`src/rtl/mds_seq_ctrl.sv`:
```
// Serial Twofish MDS matrix multiplier: one GF(2^8) multiplier is time-shared
// over 16 cycles to build the four result rows, then the result is handshaked out.

module gf_multi (
  input  logic [7:0] a,
  input  logic [7:0] b,
  output logic [7:0] p
);

  logic [7:0] sh;
  logic [7:0] acc;

  // Shift-and-add multiply, reducing by x^8 + x^6 + x^5 + x^3 + 1 whenever the shifted operand overflows.
  always_comb begin
    acc = 8'h00;
    sh  = a;
    for (int i = 0; i < 8; i++) begin
      if (b[i]) acc = acc ^ sh;
      sh = sh[7] ? ({sh[6:0], 1'b0} ^ 8'h69) : {sh[6:0], 1'b0};
    end
    p = acc;
  end

endmodule

module mds_seq_ctrl (
  input  logic        clk,
  input  logic        rst,
  input  logic        in_valid,
  output logic        in_ready,
  input  logic [7:0]  y0,
  input  logic [7:0]  y1,
  input  logic [7:0]  y2,
  input  logic [7:0]  y3,
  output logic        out_valid,
  input  logic        out_ready,
  output logic [31:0] out,
  output logic        busy
);

  typedef enum logic [1:0] {IDLE, MUL, DONE} state_t;

  state_t           state;
  state_t           next_state;
  logic [3:0]       k;
  logic [3:0][7:0]  y_reg;
  logic [3:0][7:0]  acc;
  logic [7:0]       coef;
  logic [7:0]       prod;

  // k[3:2] selects the matrix row, k[1:0] the column and the captured byte.
  always_comb begin
    coef = 8'h00;
    case (k)
      4'd0:  coef = 8'h01;
      4'd1:  coef = 8'hEF;
      4'd2:  coef = 8'h5B;
      4'd3:  coef = 8'h5B;
      4'd4:  coef = 8'h5B;
      4'd5:  coef = 8'hEF;
      4'd6:  coef = 8'hEF;
      4'd7:  coef = 8'h01;
      4'd8:  coef = 8'hEF;
      4'd9:  coef = 8'h5B;
      4'd10: coef = 8'h01;
      4'd11: coef = 8'hEF;
      4'd12: coef = 8'hEF;
      4'd13: coef = 8'h01;
      4'd14: coef = 8'hEF;
      4'd15: coef = 8'h5B;
      default: coef = 8'h00;
    endcase
  end

  gf_multi u_gf (
    .a (coef),
    .b (y_reg[k[1:0]]),
    .p (prod)
  );

  always_ff @(posedge clk or posedge rst) begin
    if (rst) state <= IDLE;
    else     state <= next_state;
  end

  always_comb begin
    next_state = state;
    in_ready   = 1'b0;
    out_valid  = 1'b0;
    case (state)
      IDLE: begin
        in_ready = 1'b1;
        if (in_valid) next_state = MUL;
      end
      MUL: begin
        if (k == 4'd15) next_state = DONE;
      end
      DONE: begin
        out_valid = 1'b1;
        if (out_ready) next_state = IDLE;
      end
      default: next_state = IDLE;
    endcase
  end

  // Accumulators are only cleared on capture so the last result stays visible in IDLE.
  always_ff @(posedge clk or posedge rst) begin
    if (rst) begin
      k     <= 4'd0;
      y_reg <= '0;
      acc   <= '0;
    end else begin
      case (state)
        IDLE: begin
          if (in_valid) begin
            y_reg <= {y3, y2, y1, y0};
            acc   <= '0;
            k     <= 4'd0;
          end
        end
        MUL: begin
          acc[k[3:2]] <= acc[k[3:2]] ^ prod;
          k           <= k + 4'd1;
        end
        default: ;
      endcase
    end
  end

  assign out  = {acc[0], acc[1], acc[2], acc[3]};
  assign busy = (state != IDLE);

endmodule

```
`config.mk`:
```
export PLATFORM = sky130hd
export DESIGN_NAME = mds_seq_ctrl
export DESIGN_NICKNAME = d
export VERILOG_FILES = /design/src/rtl/mds_seq_ctrl.sv
export SDC_FILE = /design/constraint.sdc
export NUM_CORES = 1
export LEC_CHECK = 0
export ABC_CLOCK_PERIOD_IN_PS = 9350
export CAP_MARGIN = 20
export CORE_ASPECT_RATIO = 1.25
export CORE_UTILIZATION = 58
export CTS_CLUSTER_DIAMETER = 60
export DETAILED_ROUTE_END_ITERATION = 12
export GPL_ROUTABILITY_DRIVEN = 0
export PLACE_DENSITY = 0.92
export SETUP_SLACK_MARGIN = 0.2
export SLEW_MARGIN = 25
export SYNTH_ARGS = -nofsm -noshare
export SYNTH_HDL_FRONTEND = slang
export SYNTH_SLANG_ARGS = --single-unit
```
`constraint.sdc`:
```
create_clock -name clk -period 9.35 [get_ports clk]
set_input_delay 2.3375 -clock clk [delete_from_list [all_inputs] [get_ports clk]]
set_output_delay 2.3375 -clock clk [all_outputs]
set_load 0.05 [all_outputs]
```
==> metrics list, run 1 <==
* Total I/O pin count: 71
- Horizontal extent of the die: 77.1 um
* Critical Path End Type: flop
* Detailed Route Iter0 Violations: 324
* Cells after DPL: 501
- The first detailed-routing pass ran for 7 iterations.
* Total congestion overflow after global routing: 0
- The first global-routing pass estimated 16000 um of wire.
- Avg Vias per Cell: around 6.2
* Synthesized instance count: 368
* Starting utilization of the core area: 61.2%
* Share of synthesized area occupied by flip-flops and latches: 42.8%
- Critical-path cell list: inv_1 > ha_1 > inv_1 > a211o_1 > nand2_1 > inv_2 > ha_1 > xnor2_1 > mux2_2 > ha_1 > xor2_1 > xnor2_1 > xnor2_1 > xnor2_1 > o21ai_0
- Registers take 1750 sq um.
* Cell area reported after detailed placement: 4800 sq um
* Overall die height: 95.9 um
- Count of port buffers added during placement: 70
- The tightest min-delay check is of the reg2reg type.
* Synth Warn #: 0
- # Post-CTS Setup Buffers: 0
- Non-filler instance count after layout: around 520
- Fill cells: 453
- Tot GR Track Use: 28.8%
- The clock tree synthesis step divided the H-tree into 3 levels.
* Result of the run: completed
- Min Clock Period, post-route: roughly 4.5 ns
- Highest Clock Rate: around 0.22 GHz
- In this run the worst path has a maximum fanout of 17.
* Number of setup violations in the final report: 0
* Total Negative Setup Slacks: 0 ns
- Largest net degree at the start of global routing: 71
- Slew of the pin with the lowest slew margin: 0.925 ns
- Final Util: 74.6%
- Of the cells placed in the final design, the portion with a size suffix greater than 1 is between 10% and 20%.
- Std-Cell Core Area: between 6000 and 7000 sq um
- After clock tree synthesis, the flow added hold-fix buffers numbering 0.
- Wires add up to 10000 um.
- Antenna Cells: 0
- Netlist area before placement: between 4000 and 5000 sq um
- The detail route stage leaves a number of antenna-violating nets equal to 0.
- Remaining routing DRC violations: 0
- Footprint of the multi-input gates: roughly 2200 sq um
- The clock reaches the later pin of the worst-skew pair after 0.35 ns.
- The clock arrives with between 0.008 and 0.009 ns of skew.
- Buffer cell driving the clock tree root: sky130_fd_sc_hd__clkbuf_8
* Clock-pin transition on the worst setup and hold timing paths: 0.07 ns
* CP Class: reg2reg
* Avg WL per Cell: 19.4 um
* Summed area of non-filler cells in the final layout: 4990 sq um
- In this design, the critical path's most frequently occurring cell is sky130_fd_sc_hd__xnor2_1.
* Count of state elements after synthesis: 70
- TritonCTS built the clock tree.
* Maximum root-to-sink buffer count: 2
* Final hold violation count: 0
- Synthesis instantiated 44 different standard cells from the library.
* Floorplan row count: 33
* Average cell area after synthesis: 11.1 sq um
- Data on the critical path is required at its endpoint by 9.55 ns.
- Critical-path top delay cell: sky130_fd_sc_hd__dfrtp_1
- Vias in the first global route: 3295
* Layout net count: 472
- Worst EP arrival: 4.70 ns
* Floorplan die area: 7400 sq um
* Most used cells in the layout excluding fill and tap cells: sky130_fd_sc_hd__clkdlybuf4s50_1 (70), sky130_fd_sc_hd__dfrtp_1 (70), sky130_fd_sc_hd__o21ai_0 (38), sky130_fd_sc_hd__nand3_1 (37), sky130_fd_sc_hd__mux2_2 (34)
- The initial antenna violation count came to 0.
- Biggest cell delay along the critical path: 0.87 ns
- The final critical path takes up 48.2% of the cycle.
- Counting the buffers created by CTS gives 9.
- The area growth from synthesis to layout is 21.8%.
- Number of resized instances in the post-cts repair step: 0
- Critical Path Start Type: flop
* Count of pins over their slew limit: 0
- The clock drives 70 sinks.
* Sum of net half-perimeters after detailed placement: 6710 um
* Unrepaired setup endpoints after global routing: false
* Total vias in the final route: approximately 3200
- Max capacitance violation total: 0
- The number of nets in the synthesized netlist is 415.
* Max-slew headroom at the worst pin: 38.3%
[through the flow]
stage          hold slack (ns)  setup WS [ns]
2_1_floorplan            0.474           5.24
3_5_place_dp             0.492           4.95
4_1_cts                  0.509           4.88
5_1_grt                  0.522           4.43
3_3_place_gp             0.484           5.28
6_report                 0.508           4.84
[worst max-delay path: cells and delay by family (launching register included)]
kind,cells,cell delay (ns)
and+or+nand+nor,1,0.34
xor gates and xnor gates,5,1.00
adders and majority gates,3,0.89
DFF,1,0.87
buffers and inverters,3,0.47
AOI/OAI and AO/OA,2,0.47
muxes,1,0.29
[per-layer routing]
metal / track usage [%] / vias to the layer above / part of all wire, %
met1: 34.4 / 1578 / 40
met3: 4.08 / 37 / 5.4
met2: 51.6 / 177 / 52
met5: 0 / - / 0
met4: 13.7 / 0 / 2.9
li1: - / 1424 / -
[layout make-up]
class	instances	share of cell area (%)
inverters	12	0.903
multi-input cells	259	43.6
repair buffers	73	14.5
clock inverters	4	0.978
clock buffers	10	2.76
well taps	87	2.18
flip-flops and latches	70	35.1
[synthesized netlist by cell type, drive strengths merged]
cell type | n | share of area [%]
dfrtp | 70 | 43
o21ai | 42 | 5.1
nand3 | 37 | 4.5
mux2 | 34 | 9.4
xnor2 | 34 | 7.5
mux4 | 18 | 10
nor2 | 15 | 1.4
clkbuf | 14 | 1.3
nand2 | 14 | 1.3
buf | 13 | 1.8
inv | 12 | 1.1
ha | 11 | 3.4
xor2 | 8 | 2.2
nor2b | 7 | 1.1
a21oi | 5 | 0.61
or3 | 4 | 0.61
nand2b | 3 | 0.46
nand4 | 3 | 0.46
o211ai | 3 | 0.55
and3 | 2 | 0.31
mux2i | 2 | 0.49
nor3 | 2 | 0.37
nor3b | 2 | 0.37
o22ai | 2 | 0.31
a211o | 1 | 0.21
a211oi | 1 | 0.18
a221oi | 1 | 0.21
a311oi | 1 | 0.21
o21a | 1 | 0.18
o2bb2ai | 1 | 0.21
o311a | 1 | 0.24
o311ai | 1 | 0.21
or2 | 1 | 0.15
or4 | 1 | 0.18
xnor3 | 1 | 0.55
[worst paths after layout]
kind / start / endpoint / slack, ns / cells after the start
min: y_reg[16] / y_reg[16] / 0.51 / 1
max reg2reg: k[0] / out[2] / 4.84 / 15
min reg2reg: y_reg[16] / y_reg[16] / 0.51 / 1
min in group asynchronous: rst / out[7] / 2.57 / 3
max in group asynchronous: rst / y_reg[7] / 6.20 / 3
max: k[0] / out[2] / 4.84 / 15
[cells by family after synthesis]
logic type | synth area share [%]
compound gates | 8.28
xor+xnor | 10.2
fa+ha+maj | 3.36
buf+inv | 4.22
flops | 42.8
mux | 20.0
simple gates | 11.2
Power of run 1 is left out: the tool's default activity adds up to more than one toggle a clock period on the data nets, which glitch-free logic cannot reach.
==> run 2, diff against run 1 <==
--- a/config.mk
+++ b/config.mk
@@ -5,14 +5,14 @@
 export SDC_FILE = /design/constraint.sdc
 export NUM_CORES = 1
 export LEC_CHECK = 0
-export ABC_CLOCK_PERIOD_IN_PS = 9350
+export ABC_CLOCK_PERIOD_IN_PS = 4500
 export CAP_MARGIN = 20
 export CORE_ASPECT_RATIO = 1.25
-export CORE_UTILIZATION = 58
+export CORE_UTILIZATION = 53
 export CTS_CLUSTER_DIAMETER = 60
 export DETAILED_ROUTE_END_ITERATION = 12
 export GPL_ROUTABILITY_DRIVEN = 0
-export PLACE_DENSITY = 0.92
+export PLACE_DENSITY = 0.86
 export SETUP_SLACK_MARGIN = 0.2
 export SLEW_MARGIN = 25
 export SYNTH_ARGS = -nofsm -noshare
==> constraint.sdc (replaced) <==
create_clock -name clk -period 4.5 [get_ports clk]
set_input_delay 1.125 -clock clk [delete_from_list [all_inputs] [get_ports clk]]
set_output_delay 1.125 -clock clk [all_outputs]
set_load 0.05 [all_outputs]
==> run 2 against run 1 <==
Global-route usage shrank 1.5 points. Maximum frequency grew 16%. Design area grew 1.9%. Final cell count grew 1.9%.
==> metrics list, run 2 (synthesis gave the netlist of run 1 again) <==
* Slew of the pin with the lowest slew margin: 0.873 ns (-0.0522 ns)
* End point of the critical path: out[2]
* Category of cells accounting for the largest share of critical-path delay: XOR/XNOR gates
- Highest Clock Rate: 0.256 GHz (+16%)
* Total CTS buffers: 9 (unchanged)
- The initial antenna violation count came to 0 (unchanged).
* Remaining routing DRC violations: 0 (unchanged)
- Biggest cell delay along the critical path: 0.58 ns (-0.29 ns)
* Length of routed met3 wiring: 452 um (-16%)
- The worst slew margin relative to its limit was 41.8% (+3.5 points).
* Worst hold slack: 0.507 ns (-0.000433 ns)
- Most used cells in the layout excluding fill and tap cells: sky130_fd_sc_hd__clkdlybuf4s50_1 (70), sky130_fd_sc_hd__dfrtp_1 (70), sky130_fd_sc_hd__o21ai_0 (38), sky130_fd_sc_hd__nand3_1 (37), sky130_fd_sc_hd__mux2_2 (34)
- Worst EP arrival: 4.09 ns (-0.61 ns)
* Fraction of final layout cells sized beyond drive strength 1: 18.0% (+0.96 points)
* CP Max Fanout: 11 (-6)
- Vias in the first global route: 3324 (+0.88%)
* Number of setup violations in the final report: 0 (unchanged)
- Unrepaired setup endpoints after global routing: false
- Layout area overhead: 24.1%
- Min Clock Period, post-route: 3.90 ns (-0.606 ns)
- The wire length of the first global-routing pass came to 16500 um (+3.0%).
* Maximum root-to-sink buffer count: 2 (unchanged)
- Worst clock skew on the final layout: 0.0123 ns (+0.00423 ns)
- The worst register-to-register path ends at out[2].
* Overall die height: 100 um (+4.5%)
* Share of the clock period used by the worst path after layout: 86.7% (+39 points)
* Worst reg2reg setup slack: 0.60 ns (-4.24 ns)
* Antenna Cells: 0 (unchanged)
- The clock insertion delay at the later pin of the skew report came to 0.35 ns (about the same).
- The flow ran to the end, and the final reports show no timing, DRC or antenna violations.
* Critical Path Start Type: flop
- Count of port buffers added during placement: 70 (unchanged)
- Starting utilization of the core area: 55.0% (-6.2 points)
- The count of cells along the worst register-to-register path is 15 (unchanged).
- Critical-path cell list: inv_1 > ha_1 > inv_1 > a211o_1 > nand2_2 > inv_2 > ha_1 > xnor2_1 > mux2_2 > ha_1 > xor2_1 > xnor2_1 > xnor2_1 > xnor2_1 > o21ai_0
* Required time of the worst setup path: 4.69 ns (-4.86 ns)
- Avg WL per Cell: 18.8 um (-3.4%)
* Tot GR Track Use: 27.3% (-1.5 points)
- Number of nets with antenna violations after detailed routing: 0 (unchanged)
- Critical Path End Type: flop
- Count of pins over their slew limit: 0 (unchanged)
- TritonCTS built the clock tree.
* Tightest Hold Check Type: reg2reg
* Buffers plus inverters on the worst setup path: 3 (unchanged)
* Total Negative Setup Slacks: 0 ns (unchanged)
- Largest net degree at the start of global routing: 52 (-27%)
- Floorplan row count: 35 (+6.1%)
- First drt pass iteration count: 5 (-2)
- Signal routing reaches up to met4.
- The overall via count from detail_route was 3150 (-2.1%).
* Buffer cell driving the clock tree root: sky130_fd_sc_hd__clkbuf_8
- The critical path is of the reg2reg type.
* Worst setup path startpoint: k[0]
* Hold-fix buffers at CTS: 0 (unchanged)
* Floorplan die area: 8080 sq um (+9.2%)
* Routed met2 length: 5190 um (+0.31%)
* Horizontal extent of the die: 80.6 um (+4.5%)
* Critical path depth: 15 (unchanged)
- The core region area was 7440 sq um (+11%).
* Detailed Route Iter0 Violations: 225 (-31%)
- The detailed-route wire length is 9870 um (-1.5%).
- Sum of net half-perimeters after detailed placement: 6890 um (+2.6%)
* Avg Vias per Cell: 6.00 (-3.9%)
- Sink Count: 70 (unchanged)
- Clock-pin transition on the worst setup and hold timing paths: 0.07 ns (about the same)
* Total I/O pin count: 71 (unchanged)
* Wire length on met1: 3990 um (-0.42%)
* Max capacitance violation total: 0 (unchanged)
- The worst register-to-register path begins at k[0].
- Layout net count: 475 (+0.64%)
- The H-tree depth came to 3 (unchanged).
- Total congestion overflow after global routing: 0 (unchanged)
* Cell seen most often among critical-path stages: sky130_fd_sc_hd__xnor2_1
* Final hold violation count: 0 (unchanged)
* Critical-path top delay cell: sky130_fd_sc_hd__dfrtp_1
run 2: cell count changes in the layout (fill, tap and decap cells not counted), sizes merged:
cell      change
clkinv        -1
inv           -1
bufinv        +2
clkinvlp      +1
clkbuf        +1
buf           +3
run 2: worst min path at each step:
stage	start	end	slack, ns	depth (start not counted)
global placement	y_reg[10]	y_reg[10]	0.48	1
floorplan	y_reg[23]	y_reg[23]	0.47	1
finish	y_reg[6]	y_reg[6]	0.51	1
CTS	y_reg[6]	y_reg[6]	0.51	1
detailed placement	y_reg[6]	y_reg[6]	0.49	1
global route	y_reg[29]	y_reg[29]	0.52	1
run 2: repair_timing:
action                     in CTS  in global routing
resized for setup               0                  1
setup buffers                   0                  0
setup endpoints to repair       0                  4
run 2: routing by layer:
| layer | GRT usage [%] | vias to the layer above |
|---|---|---|
| li1 | - | 1424 |
| met1 | 34.5 | 1570 |
| met2 | 46.3 | 135 |
| met3 | 4.55 | 21 |
| met4 | 11.4 | 0 |
| met5 | 0 | - |
run 2: area by class of cell:
class                           count  area [sq um]
Clock buffer                       11           141
Clock inverter                      5           106
Fill cell                         551          2360
Inverter                           12          46.3
Multi-Input combinational cell    259          2170
Sequential cell                    70          1750
Tap cell                           92           115
Timing Repair Buffer               76           746
run 2: stage by stage:
| stage | util (%) | worst slack (ns) | std cells | area [sq um] |
|---|---|---|---|---|
| detailed placement | 64.9 | 0.528 | 509 | 4830 |
| floorplan | - | 1.17 | 368 | 4090 |
| finish | 68.3 | 0.597 | 525 | 5080 |
| CTS | 68.2 | 0.487 | 525 | 5080 |
| global placement | 64.9 | 0.782 | 509 | 4830 |
| global route | 68.3 | 0.324 | 525 | 5080 |
Power of run 2 is left out for the same reason.
